## config.mk

```make
export PLATFORM = sky130hd
export DESIGN_NAME = sevenseg_arbiter
export DESIGN_NICKNAME = d
export VERILOG_FILES = /design/src/rtl/sevenseg_pkg.sv /design/src/rtl/sevenseg_arbiter_rr_pick.sv /design/src/rtl/sevenseg_arbiter.sv
export SDC_FILE = /design/constraint.sdc
export NUM_CORES = 1
export LEC_CHECK = 0
export BUFFER_PORTS_ARGS = -buffer_cell sky130_fd_sc_hd__clkbuf_2
export CORE_UTILIZATION = 49
export DETAILED_ROUTE_END_ITERATION = 16
export HOLD_SLACK_MARGIN = 0.1
export PLACE_DENSITY = 0.78
export SLEW_MARGIN = 20
export SYNTH_ARGS = -nofsm -noshare
export SYNTH_HDL_FRONTEND = slang
export SYNTH_SLANG_ARGS = --single-unit
```

## constraint.sdc

```tcl
create_clock -name clk -period 2.3 [get_ports clk]
set_clock_uncertainty 0.2 [all_clocks]
set_input_delay 0.23 -clock clk [delete_from_list [all_inputs] [get_ports clk]]
set_output_delay 0.23 -clock clk [all_outputs]
set_load 0.05 [all_outputs]
```

## src/rtl/sevenseg_pkg.sv

```systemverilog
`default_nettype none
// +----------------------------------------------------------------------+
// | sevenseg_pkg                                                         |
// | Shared constants and types for the seven-segment display arbiter.    |
// | Revision: 1.0                                                        |
// +----------------------------------------------------------------------+
package sevenseg_pkg;

  localparam int NREQ          = 4;
  localparam int OWNER_W       = 2;
  localparam int DWELL_DEFAULT = 50000000;

  typedef enum logic [0:0] {
    IDLE = 1'b0,
    HOLD = 1'b1
  } state_t;

  function automatic logic [NREQ-1:0] onehot(input logic [OWNER_W-1:0] idx);
    return NREQ'(1) << idx;
  endfunction

endpackage
`default_nettype wire

```

## src/rtl/sevenseg_arbiter_rr_pick.sv

```systemverilog
`default_nettype none
// +----------------------------------------------------------------------+
// | rr_pick                                                              |
// | Combinational 4-way round-robin picker; masked requesters are skipped|
// | Revision: 1.0                                                        |
// +----------------------------------------------------------------------+
module rr_pick
  import sevenseg_pkg::*;
(
  input  logic [NREQ-1:0]    req,
  input  logic [OWNER_W-1:0] ptr,
  input  logic [NREQ-1:0]    mask,
  output logic               found,
  output logic [OWNER_W-1:0] idx
);

  logic [NREQ-1:0]    w_elig;
  logic [OWNER_W-1:0] w_cand;

  assign w_elig = req & ~mask;

  // Walk from ptr upward with wrap; the first eligible bit wins.
  always_comb begin
    found  = 1'b0;
    idx    = ptr;
    w_cand = ptr;
    for (int i = 0; i < NREQ; i++) begin
      w_cand = ptr + OWNER_W'(i);
      if (!found && w_elig[w_cand]) begin
        found = 1'b1;
        idx   = w_cand;
      end
    end
  end

endmodule
`default_nettype wire

```

## src/rtl/sevenseg_arbiter.sv

```systemverilog
`default_nettype none
// +----------------------------------------------------------------------+
// | sevenseg_arbiter                                                     |
// | Round-robin display sharing with a minimum dwell time per owner.     |
// | Revision: 1.0                                                        |
// +----------------------------------------------------------------------+
module sevenseg_arbiter
  import sevenseg_pkg::*;
#(
  parameter int DWELL = DWELL_DEFAULT,
  parameter int CNT_W = 26
) (
  input  logic                 clk,
  input  logic                 rst,
  input  logic [NREQ-1:0]      req,
  input  logic [16*NREQ-1:0]   req_data,
  output logic [NREQ-1:0]      ack,
  output logic [15:0]          disp_data,
  output logic [OWNER_W-1:0]   owner,
  output logic                 owner_valid,
  output logic                 busy
);

  localparam int               c_DWELL_EFF = (DWELL < 1) ? 1 : DWELL;
  localparam logic [CNT_W-1:0] c_LOAD      = CNT_W'(c_DWELL_EFF - 1);
  localparam logic [CNT_W-1:0] c_ONE       = {{(CNT_W-1){1'b0}}, 1'b1};

  state_t               r_state,  w_state_nxt;
  logic [CNT_W-1:0]     r_cnt,    w_cnt_nxt;
  logic [15:0]          r_disp,   w_disp_nxt;
  logic [OWNER_W-1:0]   r_owner,  w_owner_nxt;
  logic [OWNER_W-1:0]   r_ptr,    w_ptr_nxt;
  logic [NREQ-1:0]      r_ack,    w_ack_nxt;

  logic [NREQ-1:0]      w_mask;
  logic                 w_found;
  logic [OWNER_W-1:0]   w_idx;
  logic [15:0]          w_pick_word;
  logic [15:0]          w_owner_word;

  // Owner is only excluded at dwell expiry; in IDLE every requester competes.
  assign w_mask       = (r_state == HOLD) ? onehot(r_owner) : '0;
  assign w_pick_word  = req_data[{w_idx, 4'b0000} +: 16];
  assign w_owner_word = req_data[{r_owner, 4'b0000} +: 16];

  rr_pick u_pick (
    .req   (req),
    .ptr   (r_ptr),
    .mask  (w_mask),
    .found (w_found),
    .idx   (w_idx)
  );

  always_ff @(posedge clk) begin
    if (rst) begin
      r_state <= IDLE;
      r_cnt   <= '0;
      r_disp  <= '0;
      r_owner <= '0;
      r_ptr   <= '0;
      r_ack   <= '0;
    end else begin
      r_state <= w_state_nxt;
      r_cnt   <= w_cnt_nxt;
      r_disp  <= w_disp_nxt;
      r_owner <= w_owner_nxt;
      r_ptr   <= w_ptr_nxt;
      r_ack   <= w_ack_nxt;
    end
  end

  always_comb begin
    w_state_nxt = r_state;
    w_cnt_nxt   = r_cnt;
    w_disp_nxt  = r_disp;
    w_owner_nxt = r_owner;
    w_ptr_nxt   = r_ptr;
    w_ack_nxt   = '0;
    if ((r_state == HOLD) && (r_cnt != '0)) begin
      w_cnt_nxt = r_cnt - c_ONE;
      if (req[r_owner]) begin
        w_disp_nxt = w_owner_word;
        w_ack_nxt  = onehot(r_owner);
      end
    end else if (w_found) begin
      w_state_nxt = HOLD;
      w_cnt_nxt   = c_LOAD;
      w_disp_nxt  = w_pick_word;
      w_owner_nxt = w_idx;
      w_ptr_nxt   = w_idx + OWNER_W'(1);
      w_ack_nxt   = onehot(w_idx);
    end else if ((r_state == HOLD) && req[r_owner]) begin
      w_cnt_nxt  = c_LOAD;
      w_disp_nxt = w_owner_word;
      w_ack_nxt  = onehot(r_owner);
    end else begin
      w_state_nxt = IDLE;
    end
  end

  always_comb begin
    ack         = r_ack;
    disp_data   = r_disp;
    owner       = r_owner;
    owner_valid = (r_state == HOLD);
    busy        = (r_state == HOLD);
  end

endmodule
`default_nettype wire
```

Word level (Yosys, flattened, before mapping):

Cells that the tools add are included.

* add/sub/neg operators: 5
* $lt $le $gt $ge: 5
* eq/ne operators: 2
* shift operators: 4
* mux-type cells: 31
* bitwise logic cells: 3
* reductions and logical operators: 13

Operators with widths (count)
* $shiftx 64x7->16: 2
* $mux 26: 3
* $mux 16: 4
* $reduce_bool 26->1: 1
* $sub 26x1->26 const B: 1
* $mux 4: 5
* $lt 2x3->1 const B: 5
* $mux 1: 11
* $bmux 1 s2: 5
* $shl 1x2->4 const A: 2
* $mux 2: 3
* $reduce_and 2->1: 3
* $logic_and 1x1->1: 5
* $add 2x1->2 const B: 2
* $add 2x2->2 const B: 2
* $and 4x4->4: 1
* $ne 2x1->1 const B: 2
* $not 4->4: 1
* $logic_not 1->1: 3
* $reduce_bool 3->1: 1
* $not 1->1: 1

* register bits: 51
* output and inout bits: 24
* logic and storage cells: 69

Longest topological paths before layout:

* depth after elaboration: 19
* depth in mapped cells: 11

Cells and area by module:

A second synthesis with hierarchy kept.

* cell total of the unflattened synthesis: 386
* area, all modules: 3682.3 um^2

Modules (own cells, without submodules)
* sevenseg_arbiter: instances 1, cells each 365, area each 3545.9 um^2, sequential area each 1021.0 um^2
* rr_pick: instances 1, cells each 21, area each 136.4 um^2, sequential area each 0.0 um^2

Worst setup path before layout:

OpenSTA, ideal clock, no wires.

* path kind: register to register
* start point: register r_owner[0] (netlist: owner[0])
* end point: register r_disp[0] (netlist: disp_data[0])
* library setup time: 115 ps
* arrival: 2509 ps
* required time: 1985 ps
* slack: -523 ps
* cell stages (with the launch flop): 10
* clock period less this slack: 2823 ps
* cell sequence: dfxtp_1 > buf_2 > mux2_1 > o22a_1 > o221a_2 > inv_2 > buf_2 > mux2i_1 > mux2i_1 > o21a_1

* cells in the longest elaborated chain, start to end: 19
* elaborated cells on any way between the ends: 37
* classes of those cells: eq/ne: 1; shift: 3; mux: 22; bitwise: 2; reduce/logical: 9

RTL lines
* start, declared: line sevenseg_arbiter.sv:31 `logic [OWNER_W-1:0] r_owner, w_owner_nxt;`
* start signal, assigned: line sevenseg_arbiter.sv:66 `r_owner <= w_owner_nxt;`
* $shl 1x2->4 *: line sevenseg_pkg.sv:19 `return NREQ'(1) << idx;`
* $mux 4 *: line sevenseg_arbiter.sv:42 `assign w_mask = (r_state == HOLD) ? onehot(r_owner) : '0;`
* $not 4->4 *: line sevenseg_arbiter_rr_pick.sv:20 `assign w_elig = req & ~mask;`
* $and 4x4->4 *: line sevenseg_arbiter_rr_pick.sv:20
* $bmux 1 s2: line sevenseg_arbiter_rr_pick.sv:29 `if (!found && w_elig[w_cand]) begin`
* $mux 1 (not written as such): line sevenseg_arbiter_rr_pick.sv:29
* $mux 1: line sevenseg_arbiter_rr_pick.sv:29
* $logic_not 1->1: line sevenseg_arbiter_rr_pick.sv:29
* (+4 left out)
* $mux 1: line sevenseg_arbiter_rr_pick.sv:29
* $logic_not 1->1: line sevenseg_arbiter_rr_pick.sv:29
* $logic_and 1x1->1: line sevenseg_arbiter_rr_pick.sv:29
* $mux 2 *: line sevenseg_arbiter_rr_pick.sv:29
* named net u_pick.idx[1]: line sevenseg_arbiter_rr_pick.sv:14 `output logic [OWNER_W-1:0] idx`
* $shiftx 64x7->16 *: line sevenseg_arbiter.sv:43 `assign w_pick_word = req_data[{w_idx, 4'b0000} +: 16];`
* $mux 16 *: line sevenseg_arbiter.sv:85 `end else if (w_found) begin`
* $mux 16 *: line sevenseg_arbiter.sv:79 `if ((r_state == HOLD) && (r_cnt != '0)) begin`
* end signal, assigned: line sevenseg_arbiter.sv:65 `r_disp <= w_disp_nxt;`
* end, declared: line sevenseg_arbiter.sv:30 `logic [15:0] r_disp, w_disp_nxt;`

Mark *: on every way through the listed nets, which the timed path passes. The rest lies on a longest branch. The select of a mux whose other input is x is not followed.
A chain may end at the register's enable or synchronous reset.

Worst setup path after layout:

* start point: register r_owner[0] (netlist: owner[0])
* end point: register r_disp[13] (netlist: disp_data[13])

* cells in the longest elaborated chain, start to end: 19
* elaborated cells on any way between the ends: 37
* classes of those cells: eq/ne: 1; shift: 3; mux: 22; bitwise: 2; reduce/logical: 9

RTL lines (line)
* $shl 1x2->4: sevenseg_pkg.sv:19
* $mux 4: sevenseg_arbiter.sv:42
* $not 4->4: sevenseg_arbiter_rr_pick.sv:20
* $and 4x4->4: sevenseg_arbiter_rr_pick.sv:20
* $bmux 1 s2: sevenseg_arbiter_rr_pick.sv:29
* $mux 1 (not written as such): sevenseg_arbiter_rr_pick.sv:29
* $mux 1: sevenseg_arbiter_rr_pick.sv:29
* $logic_not 1->1: sevenseg_arbiter_rr_pick.sv:29
* (+3 left out)
* $logic_and 1x1->1: sevenseg_arbiter_rr_pick.sv:29
* $mux 1: sevenseg_arbiter_rr_pick.sv:29
* $logic_not 1->1: sevenseg_arbiter_rr_pick.sv:29
* $logic_and 1x1->1: sevenseg_arbiter_rr_pick.sv:29
* $mux 2: sevenseg_arbiter_rr_pick.sv:29
* $shiftx 64x7->16: sevenseg_arbiter.sv:43
* $mux 16: sevenseg_arbiter.sv:85
* $mux 16: sevenseg_arbiter.sv:79

Several ways; a longest one is shown, not always the timed one. The select of a mux whose other input is x is not followed.

==> flow_summary.toml <==
[die]
rows = 31
coreArea_um2 = 7290
die_y_um = 88.9
ios = 94
die_w_um = 88.9
start_util_pct = 50.8
dieArea_um2 = 7910

[yosys]
yosys_warnings = 0
yosysUniqueCellTypes = 61
synth_seq_area_share_pct = 27.6
synthFlopType = "dfxtp_1"
synth_edf_count = 0
syn_nets = 472
synthCells = 396
avgSynthCellArea_um2 = 9.35
synth_area_leaders = "dfxtp_1 (28%), mux2i_1 (16%), mux4_2 (10%)"
ys_top_cells_by_count = "mux2i_1 (58), dfxtp_1 (51), a21oi_1 (40)"
synth_top_area_share_pct = 27.6
synth.most_common_cell = "mux2i_1"
syn_area_um2 = 3700
synth_async_sr_flop_share_pct = 0
synth.largest_area_cell = "dfxtp_1"
ys_ff_latch = 51

[cts]
cts_tree = "built"
clock_sinks = 51
clk_latency_ps = 320
cts-root-buf = "clkbuf_8"
numCtsBuffers = 5
cts_buffer_depth = 2
htree_levels = 2
path_clk_slew_ps = 90

[detailed_routing]
detail_route.vias_per_cell = 6.14
wl_per_cell_um = 17.9
antenna_left = 0
num_vias = 3902
dr.pass1.iters = 5
drc = 0
drt_iter0_markers = 258
drt_wl_total_um = 11400

[global_route]
overflow = 0
grt_pass1_wl_um = 16000
first_global_vias = 3603
grt_max_degree = 24
gr-usage-all-layers_pct = 25.9
antenna_found_initial = 0

[timing]
setup_viol = 11
fin_hold_ws_ps = 129
post-route-min-period_ps = 2340
tightestPinTransition_ps = 722
max_slew_margin_pct = 51.5
timing.final.max_slew_violations = 0
max_freq_mhz = 428
rsz0062_at_grt = "yes"
fin_ws_ps = -36.7
fin_crit_sh_pct = 102
hold_violations = 0

[critical_path]
reg2reg_depth = 9
r2r_end = "disp_data[13]"
required_ps = 2290
path_max_fanout = 6
crit_chain = "or3b_4, a22oi_2, o22ai_1, a222oi_1, buf_4, buf_6, buf_12, mux2i_1, a211oi_1"
crit_path_end_kind = "flop"
crit_slowest_cell = "or3b_4"
cp.arrival_ps = 2330
start_kind = "flop"
r2r_setup_slack_ps = -40
critical_path_class = "flop to flop"
reg2reg_from = "owner[0]"
cpPeakStageDelay_ps = 400

[flow_run]
maxCapViolCount = 0

[final_layout]
area_growth_pct = 40.0
nets = 611
antenna_cells = 0
drive_gt1_share_pct = 40.9

[power_and_ir_drop]
p_leak_nw = 2.15
powerDensity_nw_per_um2 = 653
vdd_drop_max_uv = 418

[placed_design]
post-place-ws_ps = -88.5
place.gp.congestion = 0.847
portBuffers = 93
dpl.hpwl_um = 7280

[worst_hold_path]
hold_path_depth = 4
hp-start = "req_data[44]"
min_to = "disp_data[12]"
hp-class = "input pin to flop"

[run_status]
status = "complete, but fails checks"
violations = "negative setup slack"
==> cell usage in the layout (no fill, tap or decap), drive strengths merged, types with 3 or more instances in the layout <==
master       synthesis  routed
o21a                10      10
or4                  5       5
a2111oi              3       3
a211oi               9       9
xnor2               13      13
ha                   6       6
o211ai               3       3
nor2                20      20
o22ai                4       4
mux2i               58      58
dlygate4sd3          0      13
xor2                 7       7
o21ai                8       8
mux4                17      17
and2                 3       3
nor2b                4       4
dfxtp               51      51
nand2               13      13
nand4b              13      13
nand3                7       7
nor4                 7       7
a311oi               3       3
a21oi               41      41
inv                  9       8
buf                 20      55
clkbuf              11     101
a32oi                3       3
nand2b               8       8
a21o                 6       6
nor3                 8       8
==> critical path: cells and delay by family, from the launching register on <==
family,cells,cell delay (ps)
buf+inv,3,440
simple gates,1,400
flops,1,390
mux,1,210
compound gates,4,570
==> flip-flops by register name (all words and copies together) (netlist names) <==
signal	count
r_ptr	2
owner	2
disp_data	16
ack	4
r_cnt	26
busy	1
==> power breakdown <==
group          switching (mW)  leakage [nW]  internal, mW
Clock                   0.314        0.0612         0.353
Combinational           0.908          1.66         0.743
Sequential             0.0828         0.425         0.985
==> final cells by class <==
cell class | instances | area, µm²
Clock buffer | 6 | 82.6
Clock inverter | 2 | 35.0
Fill cell | 529 | 2110
Inverter | 9 | 48.8
Multi-Input combinational cell | 305 | 2710
Sequential cell | 51 | 1030
Tap cell | 99 | 124
Timing Repair Buffer | 163 | 1150
==> cells by family after synthesis <==
| family | share of synthesized area (%) |
|---|---|
| xor gates and xnor gates | 4.73 |
| AOI/OAI and AO/OA | 18.0 |
| and+or+nand+nor | 16.3 |
| muxes | 26.3 |
| DFF | 27.6 |
| buffers and inverters | 5.07 |
| adders and majority gates | 2.03 |
==> repair_timing <==
item | 4_1_cts | 5_1_grt
pin swaps | 2 | 20
setup endpoints to repair | 21 | 45
gates cloned | 0 | 3
setup buffers | 3 | 4
gates resized for setup | 8 | 51
endpoints found under the hold margin | 9 | 0
hold buffers | 13 | 0
==> per-layer routing <==
layer  track usage [%]  vias up  wire, µm
met5                 0        -         0
met4              9.09        0       323
met1              32.0     1902      4600
li1                  -     1796         -
met3              4.16       37       691
met2              45.7      167      5770
==> worst max-delay path by stage <==
stage,from,end,slack [ps],cells after the start
finish,owner[0],disp_data[13],-40,9
global route,owner[0],disp_data[15],-110,9
CTS,r_cnt[16],r_cnt[23],-20,6
detailed placement,owner[0],disp_data[13],-90,8
global placement,r_cnt[16],r_cnt[23],10,6
floorplan,owner[1],ack[2],-150,11
==> metrics by stage <==
stage	cell area, µm²	setup TNS [ps]	power (mW)	std cells	utilization, %
4_1_cts	4870	-50.6	3.19	628	66.7
2_1_floorplan	3780	-889	2.12	396	-
3_3_place_gp	4570	0	2.45	604	62.6
6_report	5190	-132	3.39	635	71.1
3_5_place_dp	4570	-916	2.48	604	62.6
5_1_grt	5190	-1880	3.53	635	71.1
Note: power is estimated with default switching activity, not from simulation.
